--- src/rtl/li_expander_pkg.sv ---
// Shared constants for the load-immediate expander: MIPS opcodes, out_kind codes,
// FSM state encodings and the I-type instruction packer.
package li_pkg;

    localparam logic [5:0] OPC_ADDIU = 6'h09;
    localparam logic [5:0] OPC_ORI   = 6'h0D;
    localparam logic [5:0] OPC_LUI   = 6'h0F;

    typedef enum logic [1:0] {
        KIND_ADDIU = 2'd0,
        KIND_ORI   = 2'd1,
        KIND_LUI   = 2'd2,
        KIND_ORI2  = 2'd3
    } kind_e;

    typedef enum logic [1:0] {
        ST_IDLE  = 2'd0,
        ST_LAST  = 2'd1,
        ST_FIRST = 2'd2
    } state_e;

    function automatic logic [31:0] enc_itype(input logic [5:0] opc, input logic [4:0] rs,
                                              input logic [4:0] rt, input logic [15:0] imm);
        return {opc, rs, rt, imm};
    endfunction

endpackage

--- src/rtl/li_expander_if.sv ---
// Request and instruction-output channels of the load-immediate expander.
// The slave modport is the expander's view; master is the loader/memory side.
interface li_expander_if;

    logic        in_valid;
    logic        in_ready;
    logic [4:0]  in_rt;
    logic [31:0] in_value;
    logic        out_valid;
    logic        out_ready;
    logic [31:0] out_instr;
    logic        out_last;
    logic [1:0]  out_kind;

    modport slave (
        input  in_valid, in_rt, in_value, out_ready,
        output in_ready, out_valid, out_instr, out_last, out_kind
    );

    modport master (
        output in_valid, in_rt, in_value, out_ready,
        input  in_ready, out_valid, out_instr, out_last, out_kind
    );

endinterface

--- src/rtl/li_expander_classify.sv ---
// li_classify: combinational split of a 32-bit constant into one instruction
// (addiu/ori/lui) or a lui+ori pair.
module li_classify
    import li_pkg::*;
#(
    parameter bit USE_ADDIU = 1'b1
) (
    input  logic [31:0] value,
    input  logic [4:0]  rt,
    output logic [31:0] first_instr,
    output kind_e       first_kind,
    output logic        is_pair,
    output logic [31:0] second_instr
);

    logic [15:0] hi;
    logic [15:0] lo;
    logic        fits_s16;

    assign hi = value[31:16];
    assign lo = value[15:0];
    // Sign-extending lo reproduces the value exactly when bits 31..15 agree.
    assign fits_s16 = (value[31:15] == '0) || (value[31:15] == '1);

    always_comb begin
        first_instr  = enc_itype(OPC_LUI, 5'd0, rt, hi);
        first_kind   = KIND_LUI;
        is_pair      = 1'b0;
        second_instr = enc_itype(OPC_ORI, rt, rt, lo);
        if (USE_ADDIU && fits_s16) begin
            first_instr = enc_itype(OPC_ADDIU, 5'd0, rt, lo);
            first_kind  = KIND_ADDIU;
        end else if (hi == 16'h0000) begin
            first_instr = enc_itype(OPC_ORI, 5'd0, rt, lo);
            first_kind  = KIND_ORI;
        end else if (lo != 16'h0000) begin
            is_pair = 1'b1;
        end
    end

endmodule

--- src/rtl/li_expander.sv ---
// li_expander: turns {rt, 32-bit constant} requests into a stream of MIPS I-type
// instructions. Optional request/pair counters are enabled with LI_STATS_EN.
module li_expander
    import li_pkg::*;
#(
    parameter bit          USE_ADDIU = 1'b1,
    parameter int unsigned CNT_W     = 32
) (
    input  logic             clk,
    input  logic             reset,
    li_expander_if.slave     bus
`ifdef LI_STATS_EN
    ,
    output logic [CNT_W-1:0] stat_req,
    output logic [CNT_W-1:0] stat_pair
`endif
);

    if (CNT_W < 1) begin : g_cnt_w_check
        $error("li_expander: CNT_W must be at least 1");
    end

    state_e      state_q, state_d;
    logic [31:0] out_instr_q, out_instr_d;
    logic        out_last_q, out_last_d;
    kind_e       out_kind_q, out_kind_d;
    logic [31:0] pend_instr_q, pend_instr_d;

    logic [31:0] cls_first_instr;
    kind_e       cls_first_kind;
    logic        cls_is_pair;
    logic [31:0] cls_second_instr;
    logic        accept;

    li_classify #(.USE_ADDIU(USE_ADDIU)) u_classify (
        .value        (bus.in_value),
        .rt           (bus.in_rt),
        .first_instr  (cls_first_instr),
        .first_kind   (cls_first_kind),
        .is_pair      (cls_is_pair),
        .second_instr (cls_second_instr)
    );

    assign bus.in_ready  = (state_q == ST_IDLE) || ((state_q == ST_LAST) && bus.out_ready);
    assign accept        = bus.in_valid && bus.in_ready;
    assign bus.out_valid = (state_q != ST_IDLE);
    assign bus.out_instr = out_instr_q;
    assign bus.out_last  = out_last_q;
    assign bus.out_kind  = out_kind_q;

    always_comb begin
        state_d      = state_q;
        out_instr_d  = out_instr_q;
        out_last_d   = out_last_q;
        out_kind_d   = out_kind_q;
        pend_instr_d = pend_instr_q;
        case (state_q)
            ST_FIRST: begin
                // The pair's ori goes out next; no new request may slip in between.
                if (bus.out_ready) begin
                    state_d     = ST_LAST;
                    out_instr_d = pend_instr_q;
                    out_last_d  = 1'b1;
                    out_kind_d  = KIND_ORI2;
                end
            end
            ST_LAST: begin
                if (bus.out_ready && !accept) begin
                    state_d = ST_IDLE;
                end
            end
            default: ;
        endcase
        if (accept) begin
            state_d      = cls_is_pair ? ST_FIRST : ST_LAST;
            out_instr_d  = cls_first_instr;
            out_last_d   = !cls_is_pair;
            out_kind_d   = cls_first_kind;
            pend_instr_d = cls_second_instr;
        end
    end

    always_ff @(posedge clk) begin
        if (reset) begin
            state_q      <= ST_IDLE;
            out_instr_q  <= '0;
            out_last_q   <= 1'b0;
            out_kind_q   <= KIND_ADDIU;
            pend_instr_q <= '0;
        end else begin
            state_q      <= state_d;
            out_instr_q  <= out_instr_d;
            out_last_q   <= out_last_d;
            out_kind_q   <= out_kind_d;
            pend_instr_q <= pend_instr_d;
        end
    end

`ifdef LI_STATS_EN
    logic [CNT_W-1:0] stat_req_q, stat_req_d;
    logic [CNT_W-1:0] stat_pair_q, stat_pair_d;

    always_comb begin
        stat_req_d  = stat_req_q;
        stat_pair_d = stat_pair_q;
        if (accept) begin
            stat_req_d = stat_req_q + 1'b1;
            if (cls_is_pair) begin
                stat_pair_d = stat_pair_q + 1'b1;
            end
        end
    end

    always_ff @(posedge clk) begin
        if (reset) begin
            stat_req_q  <= '0;
            stat_pair_q <= '0;
        end else begin
            stat_req_q  <= stat_req_d;
            stat_pair_q <= stat_pair_d;
        end
    end

    assign stat_req  = stat_req_q;
    assign stat_pair = stat_pair_q;
`endif

endmodule

--- src/flat_wrapper.sv ---
// flat-port wrapper written by rule: the top's interface ports become plain ports
module li_expander_flat import li_pkg::*;
#(
    parameter bit          USE_ADDIU = 1'b1,
    parameter int unsigned CNT_W     = 32
)
  (clk, reset, bus_in_valid, bus_in_rt, bus_in_value, bus_out_ready, bus_in_ready, bus_out_valid, bus_out_instr, bus_out_last, bus_out_kind);
  li_expander_if bus_i ();
  input  logic clk;
  input  logic reset;
  input wire logic [$bits(bus_i.in_valid)-1:0] bus_in_valid;
  input wire logic [$bits(bus_i.in_rt)-1:0] bus_in_rt;
  input wire logic [$bits(bus_i.in_value)-1:0] bus_in_value;
  input wire logic [$bits(bus_i.out_ready)-1:0] bus_out_ready;
  output wire logic [$bits(bus_i.in_ready)-1:0] bus_in_ready;
  output wire logic [$bits(bus_i.out_valid)-1:0] bus_out_valid;
  output wire logic [$bits(bus_i.out_instr)-1:0] bus_out_instr;
  output wire logic [$bits(bus_i.out_last)-1:0] bus_out_last;
  output wire logic [$bits(bus_i.out_kind)-1:0] bus_out_kind;
  assign bus_i.in_valid = bus_in_valid;
  assign bus_i.in_rt = bus_in_rt;
  assign bus_i.in_value = bus_in_value;
  assign bus_i.out_ready = bus_out_ready;
  assign bus_in_ready = bus_i.in_ready;
  assign bus_out_valid = bus_i.out_valid;
  assign bus_out_instr = bus_i.out_instr;
  assign bus_out_last = bus_i.out_last;
  assign bus_out_kind = bus_i.out_kind;
  li_expander #(.USE_ADDIU(USE_ADDIU), .CNT_W(CNT_W)) u_core (.clk(clk), .reset(reset), .bus(bus_i));
endmodule
--- config.mk ---
export PLATFORM = sky130hd
export DESIGN_NAME = li_expander_flat
export DESIGN_NICKNAME = d
export VERILOG_FILES = /design/src/rtl/li_expander_pkg.sv /design/src/rtl/li_expander_if.sv /design/src/rtl/li_expander_classify.sv /design/src/rtl/li_expander.sv /design/src/flat_wrapper.sv
export SDC_FILE = /design/constraint.sdc
export NUM_CORES = 1
export LEC_CHECK = 0
export CORE_MARGIN = 1.5
export CORE_UTILIZATION = 48
export CTS_BUF_LIST = sky130_fd_sc_hd__clkbuf_8 sky130_fd_sc_hd__clkbuf_16
export CTS_CLUSTER_DIAMETER = 50
export DETAILED_ROUTE_END_ITERATION = 10
export PLACE_DENSITY_LB_ADDON = 0.05
export REMOVE_ABC_BUFFERS = 1
export SETUP_SLACK_MARGIN = 0.5
export SYNTH_ARGS = -nofsm -noshare
export SYNTH_HDL_FRONTEND = slang
export SYNTH_SLANG_ARGS = --single-unit
--- constraint.sdc ---
create_clock -name clk -period 2.2 [get_ports clk]
set_clock_uncertainty 0.15 [all_clocks]
set_input_delay 0.22 -clock clk [delete_from_list [all_inputs] [get_ports clk]]
set_output_delay 0.22 -clock clk [all_outputs]
set_load 0.05 [all_outputs]
======== Word-level counts from Yosys, hierarchy flattened ========
Index checks and enable logic that the tools add are counted.
operators by class
  $add $sub $neg .......................... 0
  multiply operators ...................... 0
  divide/modulo/power cells ............... 0
  order comparisons ....................... 0
  equality and inequality tests ........... 5
  shift-type cells ........................ 0
  mux-type cells .......................... 21
  bitwise operators ....................... 0
  reduce and logical (&&, ||, !) cells .... 17
operators with widths
  kind                    number
  $mux W32                3
  $mux W29                1
  $mux W28                1
  $mux W2                 9
  $eq A17 B17 Y1 const B  1
  $logic_not A17 Y1       1
  $logic_not A16 Y1       1
  $reduce_bool A16 Y1     1
  $mux W1                 6
  $ne A3 B2 Y1 const B    2
  $reduce_bool A2 Y1      3
  $pmux W2 S2             1
  $logic_and A1 B1 Y1     3
  $reduce_and A3 Y1       1
  $reduce_bool A3 Y1      1
  $eq A2 B1 Y1 const B    1
  $eq A2 B2 Y1 const B    1
  $logic_not A1 Y1        2
  $logic_not A2 Y1        1
  $logic_or A1 B1 Y1      2
  $reduce_and A2 Y1       1
word-level totals
  flip-flop bits (word level) ............. 64
  bits in latches ......................... 0
  RAM bits ................................ 0
  ROM bits ................................ 0
  bits of input ports ..................... 41
  output and inout bits ................... 37
  word-level logic and storage cells ...... 48
  memories ................................ 0

======== Depth between registers and ports, before layout ========
Gate-level depths: netlist of the first run.
  depth in word-level cells ............... 9
  depth in mapped cells ................... 9
  mapped depth without buffers ............ 7

======== Modules after synthesis ========
Synthesis of the first run repeated with hierarchy kept, for this count alone.
second synthesis, totals
  cell total of the unflattened synthesis .. 433
  area, all modules ....................... 3562.2 um^2
modules (own cells, without submodules)
  module       times used  cells an instance  area an instance (um^2)  seq. area each (um^2)
  li_expander  1           313                2787.7                   1381.3
  li_classify  1           120                774.5                    0.0

======== Worst setup path before layout of the first run ========
OpenSTA, ideal clock, no wires.
  kind .................................... register to register
  from .................................... reg u_core.state_q[1]
  to ...................................... reg u_core.out_instr_q[15] (netlist: u_core.bus.out_instr[15])
  setup time .............................. 0.088 ns
  data arrival time ....................... 1.800 ns
  required time ........................... 1.962 ns
  path slack .............................. 0.161 ns
  cell stages (with the launch flop) ...... 10
  buffers on the path ..................... 2
  clock period less this slack ............ 2.039 ns
  cell sequence ........................... dfxtp_1 inv_1 ha_1 a21oi_2 inv_2 nand2_1 buf_2 buf_2 a211oi_1 a311oi_2
between the ends
  cells in the longest elaborated chain, start to end .. 6
  elaborated cells on any way between the ends .. 10
  classes of those cells .................. eq/ne: 2; mux: 1; reduce/logical: 7
RTL lines
  item                          RTL line            source
  from (decl)                   li_expander.sv:23   state_e state_q, state_d;
  from (signal assigned)        li_expander.sv:91   state_q <= state_d;
  $eq A2 B1 Y1                  li_expander.sv:44   assign bus.in_ready = (state_q == ST_IDLE) || ((state_q == ST_LAST) && bus.out_ready);
  $logic_and A1 B1 Y1           li_expander.sv:44
  $logic_or A1 B1 Y1 (*)        li_expander.sv:44
  named net bus_in_ready        flat_wrapper.sv:15  output wire logic [$bits(bus_i.in_ready)-1:0] bus_in_ready;
  $logic_and A1 B1 Y1 (*)       li_expander.sv:45   assign accept = bus.in_valid && bus.in_ready;
  $reduce_bool A2 Y1 (no line)  -
  $reduce_and A2 Y1 (no line)   -
  to (signal assigned)          li_expander.sv:92   out_instr_q <= out_instr_d;
  to (decl)                     li_expander.sv:24   logic [31:0] out_instr_q, out_instr_d;
The timed path passes the listed nets; every way through them passes the cells marked *.
A chain may end at the register's enable or synchronous reset.

======== Final worst setup path of the first run ========
  from .................................... reg u_core.state_q[0]
  to ...................................... reg u_core.out_last_q (netlist: u_core.bus.out_last)
between the ends
  cells in the longest elaborated chain, start to end .. 6
  elaborated cells on any way between the ends .. 10
  classes of those cells .................. eq/ne: 2; mux: 1; reduce/logical: 7
RTL lines
  item                          RTL line           source
  $eq A2 B1 Y1                  li_expander.sv:44
  $logic_and A1 B1 Y1           li_expander.sv:44
  $logic_or A1 B1 Y1            li_expander.sv:44
  $logic_and A1 B1 Y1           li_expander.sv:45
  $reduce_bool A2 Y1 (no line)  -
  $reduce_and A2 Y1 (no line)   -
  to (signal assigned)          li_expander.sv:93  out_last_q <= out_last_d;
  to (decl)                     li_expander.sv:25  logic out_last_q, out_last_d;
Several ways; a longest one is shown, not always the timed one.

==> flow_summary.yaml, run 1 <==
placed_design:
  dp_cells: 502
  io_buffers: 75
  dpl.hpwl_mm: 5.75
  placed_area_um2: 3830
  place_congestion: 0.866
logic_synthesis:
  synth_cells: 349
  synthFlopType: "dfxtp_1"
  synth_edf_count: 0
  avgSynthCellArea_um2: 8.10
  synth-seq-cells: 56
  synth.distinct_cells: 43
  ys_seq_area_share_pct: 39.7
  synth_area_um2: 2830
  yosysWarnings: 0
  synthArstFlopShare_pct: 0
drt:
  wl_mm: 10.1
  wl_per_cell_um: 18.9
  drcViolationCount: 0
  firstDrtPassIters: 5
  drt_iter0_markers: 290
  postRouteAntennaNets: 0
  dr_total_vias: 3240
  viasPerCell: 6.09
clock_tree:
  path_clk_slew_ns: 0.10
  root_buffer: "clkbuf_8"
  cts_tree: "yes"
  clk_latency_ns: 0.32
  cts-buffers-inserted: 5
  htree_levels: 2
  cts.sink_count: 56
  clockBufferDepth: 2
worst_setup_path:
  worstRegToRegCells: 9
  crit_chain: "inv_4 -> ha_4 -> a21oi_4 -> buf_4 -> buf_6 -> o21ai_0 -> buf_4 -> nor2_1 -> a211oi_1"
  arrival_ns: 2.03
  regToRegSetupSlack_ns: 0.24
  critPathRequiredTime_ns: 2.27
  cp-end-kind: "register"
  max_stage_delay_ns: 0.38
  critPathSlowestCell: "dfxtp_4"
  crit_path_start_kind: "register"
  cpLargestDelayFamily: "compound AO/OA/AOI/OAI gates"
  crit_fanout: 6
  crit_type: "reg2reg"
  r2r-start: "u_core.state_q[0]"
  critPathBufInv: 4
  cp_common_cell: "buf_4"
  r2r-end: "u_core.bus.out_last"
  crit_start: "u_core.state_q[0]"
layout:
  antenna_cells_inserted: 0
  final_cells: 532
  final_nets: 504
  fillers: 358
  fin_area_um2: 4580
  area_growth_pct: 62.0
  drive_above_1_share_pct: 35.0
flow_run:
  drv_cap: 0
floorplanning:
  die_width_um: 79.7
  initial_core_util_pct: 50.4
  num_rows: 27
  dieArea_um2: 6360
  ios: 78
  die_h_um: 79.7
  coreArea_um2: 5610
global_route:
  grt_pass1_vias: 3008
  grt_usage_pct: 30.3
  grt_pass1_wl_mm: 14.8
  grt_overflow: 0
  grt_max_degree: 29
  grt_antenna_before_repair: 0
worst_hold_path:
  holdPathStages: 4
  whs_endpoint: "u_core.bus.out_instr[13]"
  hp-class: "in2reg"
  hold_path_startpoint: "bus_in_value[29]"
timing:
  grt_setup_unrepaired: "yes"
  finalCritPeriodShare_pct: 89.0
  whs_ns: 0.220
  setup-violations-final: 0
  report.final.slew_viol_count: 0
  finalHoldViolCount: 0
  min_period_ns: 1.96
  tightest_slew_ns: 0.568
  maxSlewHeadroom_pct: 62.1
  fmax_mhz: 511
power_and_ir_drop:
  total_power_mw: 4.79
  leakage_nw: 1.85
  power_density_nw_per_um2: 1050
  vdd_drop_max_mv: 0.627
run_status:
  status: "complete, no violations"
-- sequential cells by signal (all words and copies together), names as in the netlist --
signal,cells
u_core.bus.out_last,1
u_core.bus.out_instr,29
u_core.bus.out_kind,2
u_core.state_q,2
u_core.pend_instr_q,22
-- cell usage after synthesis (all sizes together), types with 4 or more instances --
| library cell | number | area share, % |
|---|---|---|
| nand2 | 81 | 11 |
| dfxtp | 56 | 40 |
| a21oi | 33 | 6.1 |
| o22ai | 28 | 8.4 |
| inv | 23 | 3.1 |
| buf | 17 | 3.4 |
| a311o | 14 | 5.0 |
| a31o | 14 | 4.3 |
| clkbuf | 13 | 1.7 |
| nor2 | 8 | 1.1 |
| nand3 | 6 | 1.1 |
| nand4 | 5 | 1.1 |
| nor4 | 5 | 1.6 |
| o21ai | 5 | 0.89 |
| or4 | 5 | 1.6 |
| a211oi | 4 | 1.1 |
| nor3 | 4 | 0.71 |
| o22a | 4 | 1.2 |
-- tightest hold or removal path: stages --
cell and delay, ns:
buf_2 0.11, buf_4 0.13, o22ai_4 0.07, o22ai_2 0.12
-- routing by layer --
layer | track usage, % | up-vias | routed length, µm
li1 | - | 1492 | -
met1 | 37.7 | 1519 | 3970
met4 | 13.1 | 0 | 330
met2 | 51.5 | 190 | 5030
met5 | 0 | - | 0
met3 | 4.80 | 39 | 732
-- worst max path at each step --
stage / end / cells past startpoint / slack, ns
2_1_floorplan: u_core.bus.out_instr[11] / 7 / -0.60
3_3_place_gp: u_core.bus.out_instr[14] / 6 / -0.05
3_5_place_dp: u_core.bus.out_instr[14] / 6 / -0.09
4_1_cts: u_core.bus.out_instr[3] / 7 / 0.34
5_1_grt: u_core.bus.out_last / 9 / 0.12
6_report: u_core.bus.out_last / 9 / 0.24
-- metrics by stage --
step	setup WS [ns]	setup TNS, ns	util (%)
floorplan	-0.597	-19.25	-
global placement	-0.0523	-0.358	68.3
finish	0.242	0	81.6
global route	0.120	0	81.6
CTS	0.342	0	77.7
detailed placement	-0.0918	-0.950	68.3
-- layout by cell type, fill, tap and decap left out, drive strengths merged, types with 5 or more instances in the layout --
master	instances
a21oi	33
a311o	14
a31o	14
buf	61
clkbuf	8
clkdlybuf4s15	6
clkdlybuf4s50	23
dfxtp	56
dlygate4sd2	40
inv	24
nand2	81
nand3	6
nand4	5
nor2	8
nor4	5
o21ai	5
o22ai	28
or4	5
-- final cells by class --
cell class	instances	area [µm²]	area share (%)
Tap cell	72	90.1	1.97
Sequential cell	56	1130	24.6
Inverter	23	93.8	2.05
Timing Repair Buffer	133	1320	28.8
Clock inverter	2	8.76	0.191
Clock buffer	5	68.8	1.50
Multi-Input combinational cell	241	1870	40.9
-- timing repair --
| action | in CTS | in global routing |
|---|---|---|
| hold endpoints to repair | 0 | 0 |
| gates cloned | 4 | 3 |
| buffers inserted | 10 | 6 |
| resized for setup | 136 | 31 |
| setup endpoints to repair | 84 | 52 |
| hold buffers | 0 | 0 |
| pin swaps | 10 | 12 |
-- kinds of logic after synthesis --
kind of cell             Yosys count  synth area share [%]
AND/OR/NAND/NOR                  119                  19.0
AO/OA/AOI/OAI                    117                  31.7
flip-flops                        56                  39.7
buffers and inverters             53                  8.15
adder cells (fa/ha/maj)            3                  1.33
other                              1                 0.133
-- power breakdown --
| group | leakage [nW] | total (mW) | internal, mW | switching [mW] |
|---|---|---|---|---|
| Sequential | 0.462 | 1.38 | 1.24 | 0.143 |
| Combinational | 1.35 | 2.86 | 1.21 | 1.65 |
| Clock | 0.0452 | 0.543 | 0.213 | 0.330 |
| Total | 1.85 | 4.79 | 2.67 | 2.12 |
No activity file was read; power rests on OpenSTA's default activity.
==> run 2, diff against run 1 <==
--- a/config.mk
+++ b/config.mk
@@ -5,8 +5,10 @@
 export SDC_FILE = /design/constraint.sdc
 export NUM_CORES = 1
 export LEC_CHECK = 0
+export CELL_PAD_IN_SITES_DETAIL_PLACEMENT = 1
+export CELL_PAD_IN_SITES_GLOBAL_PLACEMENT = 1
 export CORE_MARGIN = 1.5
-export CORE_UTILIZATION = 48
+export CORE_UTILIZATION = 35
 export CTS_BUF_LIST = sky130_fd_sc_hd__clkbuf_8 sky130_fd_sc_hd__clkbuf_16
 export CTS_CLUSTER_DIAMETER = 50
 export DETAILED_ROUTE_END_ITERATION = 10
==> run 2 against run 1 <==
Clock-buffer cell count did not move. Core utilization is 14 points lower. Wire length grew 56%. Worst setup slack lost 0.12 ns. Combinational power rose by 34%. Maximum frequency fell by 5.7%. Flip-flop and latch count unchanged. Register-to-register slack worse by 0.08 ns. Hold slack lost 0.072 ns. Highest routed layer unchanged.
==> flow_summary.yaml, run 2 (synthesis results as in run 1) <==
run_status:
  status: "complete, no violations"
layout:
  area_growth_pct: 86.6
  final_nets: 518
  drive_above_1_share_pct: 42.7
  largest_reg_flops: 29
  layout_commonest_cell: "nand2_1"
  antenna_cells_inserted: 0
  fillers: 812
  multi_input_area_um2: 2110
  register_area_um2: 1130
  most-common-layout-cells: "64 x nand2_1, 54 x dfxtp_1, 45 x dlygate4sd2_1"
timing:
  maxSlewHeadroom_pct: 57.1
  min_period_ns: 2.08
  setup-violations-final: 0
  tightest_slew_ns: 0.644
  fmax_mhz: 482
  whs_ns: 0.147
  fin_ws_ns: 0.123
  grt_setup_unrepaired: "yes"
  fin_tns_setup_ns: 0
  finalHoldViolCount: 0
  finalCritPeriodShare_pct: 94.4
  report.final.slew_viol_count: 0
drt:
  wl_met3_um: 702
  routed.top_layer: "met4"
  drt_iter0_markers: 216
  drcViolationCount: 0
  dr_total_vias: 3554
  firstDrtPassIters: 4
  postRouteAntennaNets: 0
  wl_mm: 15.7
  viasPerCell: 6.16
  wl_per_cell_um: 27.1
  met2WireLength_mm: 7.96
  met1_length_mm: 6.24
placed_design:
  place_congestion: 0.821
  dp_slack_ns: -0.108
  dpl.hpwl_mm: 6.61
  io_buffers: 75
flow_run:
  drv_cap: 0
global_route:
  grt_antenna_before_repair: 0
  grt_pass1_wl_mm: 22.0
  grt_pass1_vias: 3859
  grt_max_degree: 38
  grt_overflow: 0
  grt_usage_pct: 34.1
floorplanning:
  coreArea_um2: 7770
  die_h_um: 92.9
  initial_core_util_pct: 36.4
  die_width_um: 92.9
  ios: 78
  num_rows: 32
  dieArea_um2: 8620
clock_tree:
  path_clk_slew_ns: 0.11
  root_buffer: "clkbuf_8"
  clockBufferDepth: 2
  cts_hold_buffers: 0
  cts_tree: "yes"
  cts-buffers-inserted: 5
  htree_levels: 2
  clk_latency_ns: 0.34
  cts.sink_count: 56
worst_setup_path:
  cpLargestDelayFamily: "compound AO/OA/AOI/OAI gates"
  max_stage_delay_ns: 0.63
  critPathBufInv: 2
  crit_path_start_kind: "input port"
  critPathRequiredTime_ns: 2.31
  arrival_ns: 2.19
  crit_chain: "clkdlybuf4s15_1 -> or4_4 -> o41ai_1 -> buf_4 -> a31oi_2 -> a21oi_1"
  crit_fanout: 2
  crit_type: "in2reg"
  critPathSlowestCell: "o41ai_1"
  cp-end-kind: "register"
worst_hold_path:
  hp-class: "in2reg"
power_and_ir_drop:
  vdd_drop_max_mv: 0.395
  leakage_nw: 2.13
  power_density_nw_per_um2: 1110
-- run 2: path summary, 6_finish.rpt --
kind | end | startpoint | slack (ns) | cells after the start
worst max-delay path | u_core.bus.out_instr[10] | bus_in_value[29] | 0.12 | 6
worst min-delay path | u_core.bus.out_instr[2] | bus_in_value[18] | 0.15 | 3
worst max register to register | u_core.bus.out_instr[8] | u_core.state_q[1] | 0.16 | 8
worst min register to register | u_core.pend_instr_q[11] | u_core.pend_instr_q[11] | 0.32 | 2
-- run 2: tightest hold or removal path, stage by stage --
cell      delay (ns)
clkbuf_2        0.14
o22ai_4         0.09
o22ai_2         0.13
-- run 2: layout make-up --
type / instances / share of cell area, %
clock buffer: 5 / 1.30
clock inverter: 3 / 0.403
inverter: 23 / 1.78
multi-input combinational: 241 / 40.0
sequential: 56 / 21.4
tap: 102 / 2.42
timing repair buffer: 147 / 32.7
-- run 2: per-stage QoR --
step / instances / utilization [%] / area, µm² / total power, mW
floorplan: 320 / - / 2690 / 2.70
global placement: 532 / 50.0 / 3880 / 3.50
detailed placement: 532 / 50.0 / 3880 / 3.55
CTS: 571 / 65.7 / 5100 / 5.41
global route: 577 / 67.9 / 5280 / 6.05
finish: 577 / 67.9 / 5280 / 5.88
-- run 2: repair_timing --
action,in CTS,in global routing
pin swaps,39,16
resized for setup,192,31
cloned,12,0
endpoints found under the setup margin,85,57
setup buffers,19,6
-- run 2: layer usage --
metal	vias up	GRT usage, %
li1	1528	-
met1	1807	40.3
met3	56	5.34
met5	-	0
met2	163	59.6
met4	0	16.7
-- run 2: power by group --
group	internal (mW)	switching, mW	total (mW)
registers	1.24	0.180	1.42
logic	1.76	2.06	3.82
clock network	0.228	0.402	0.630
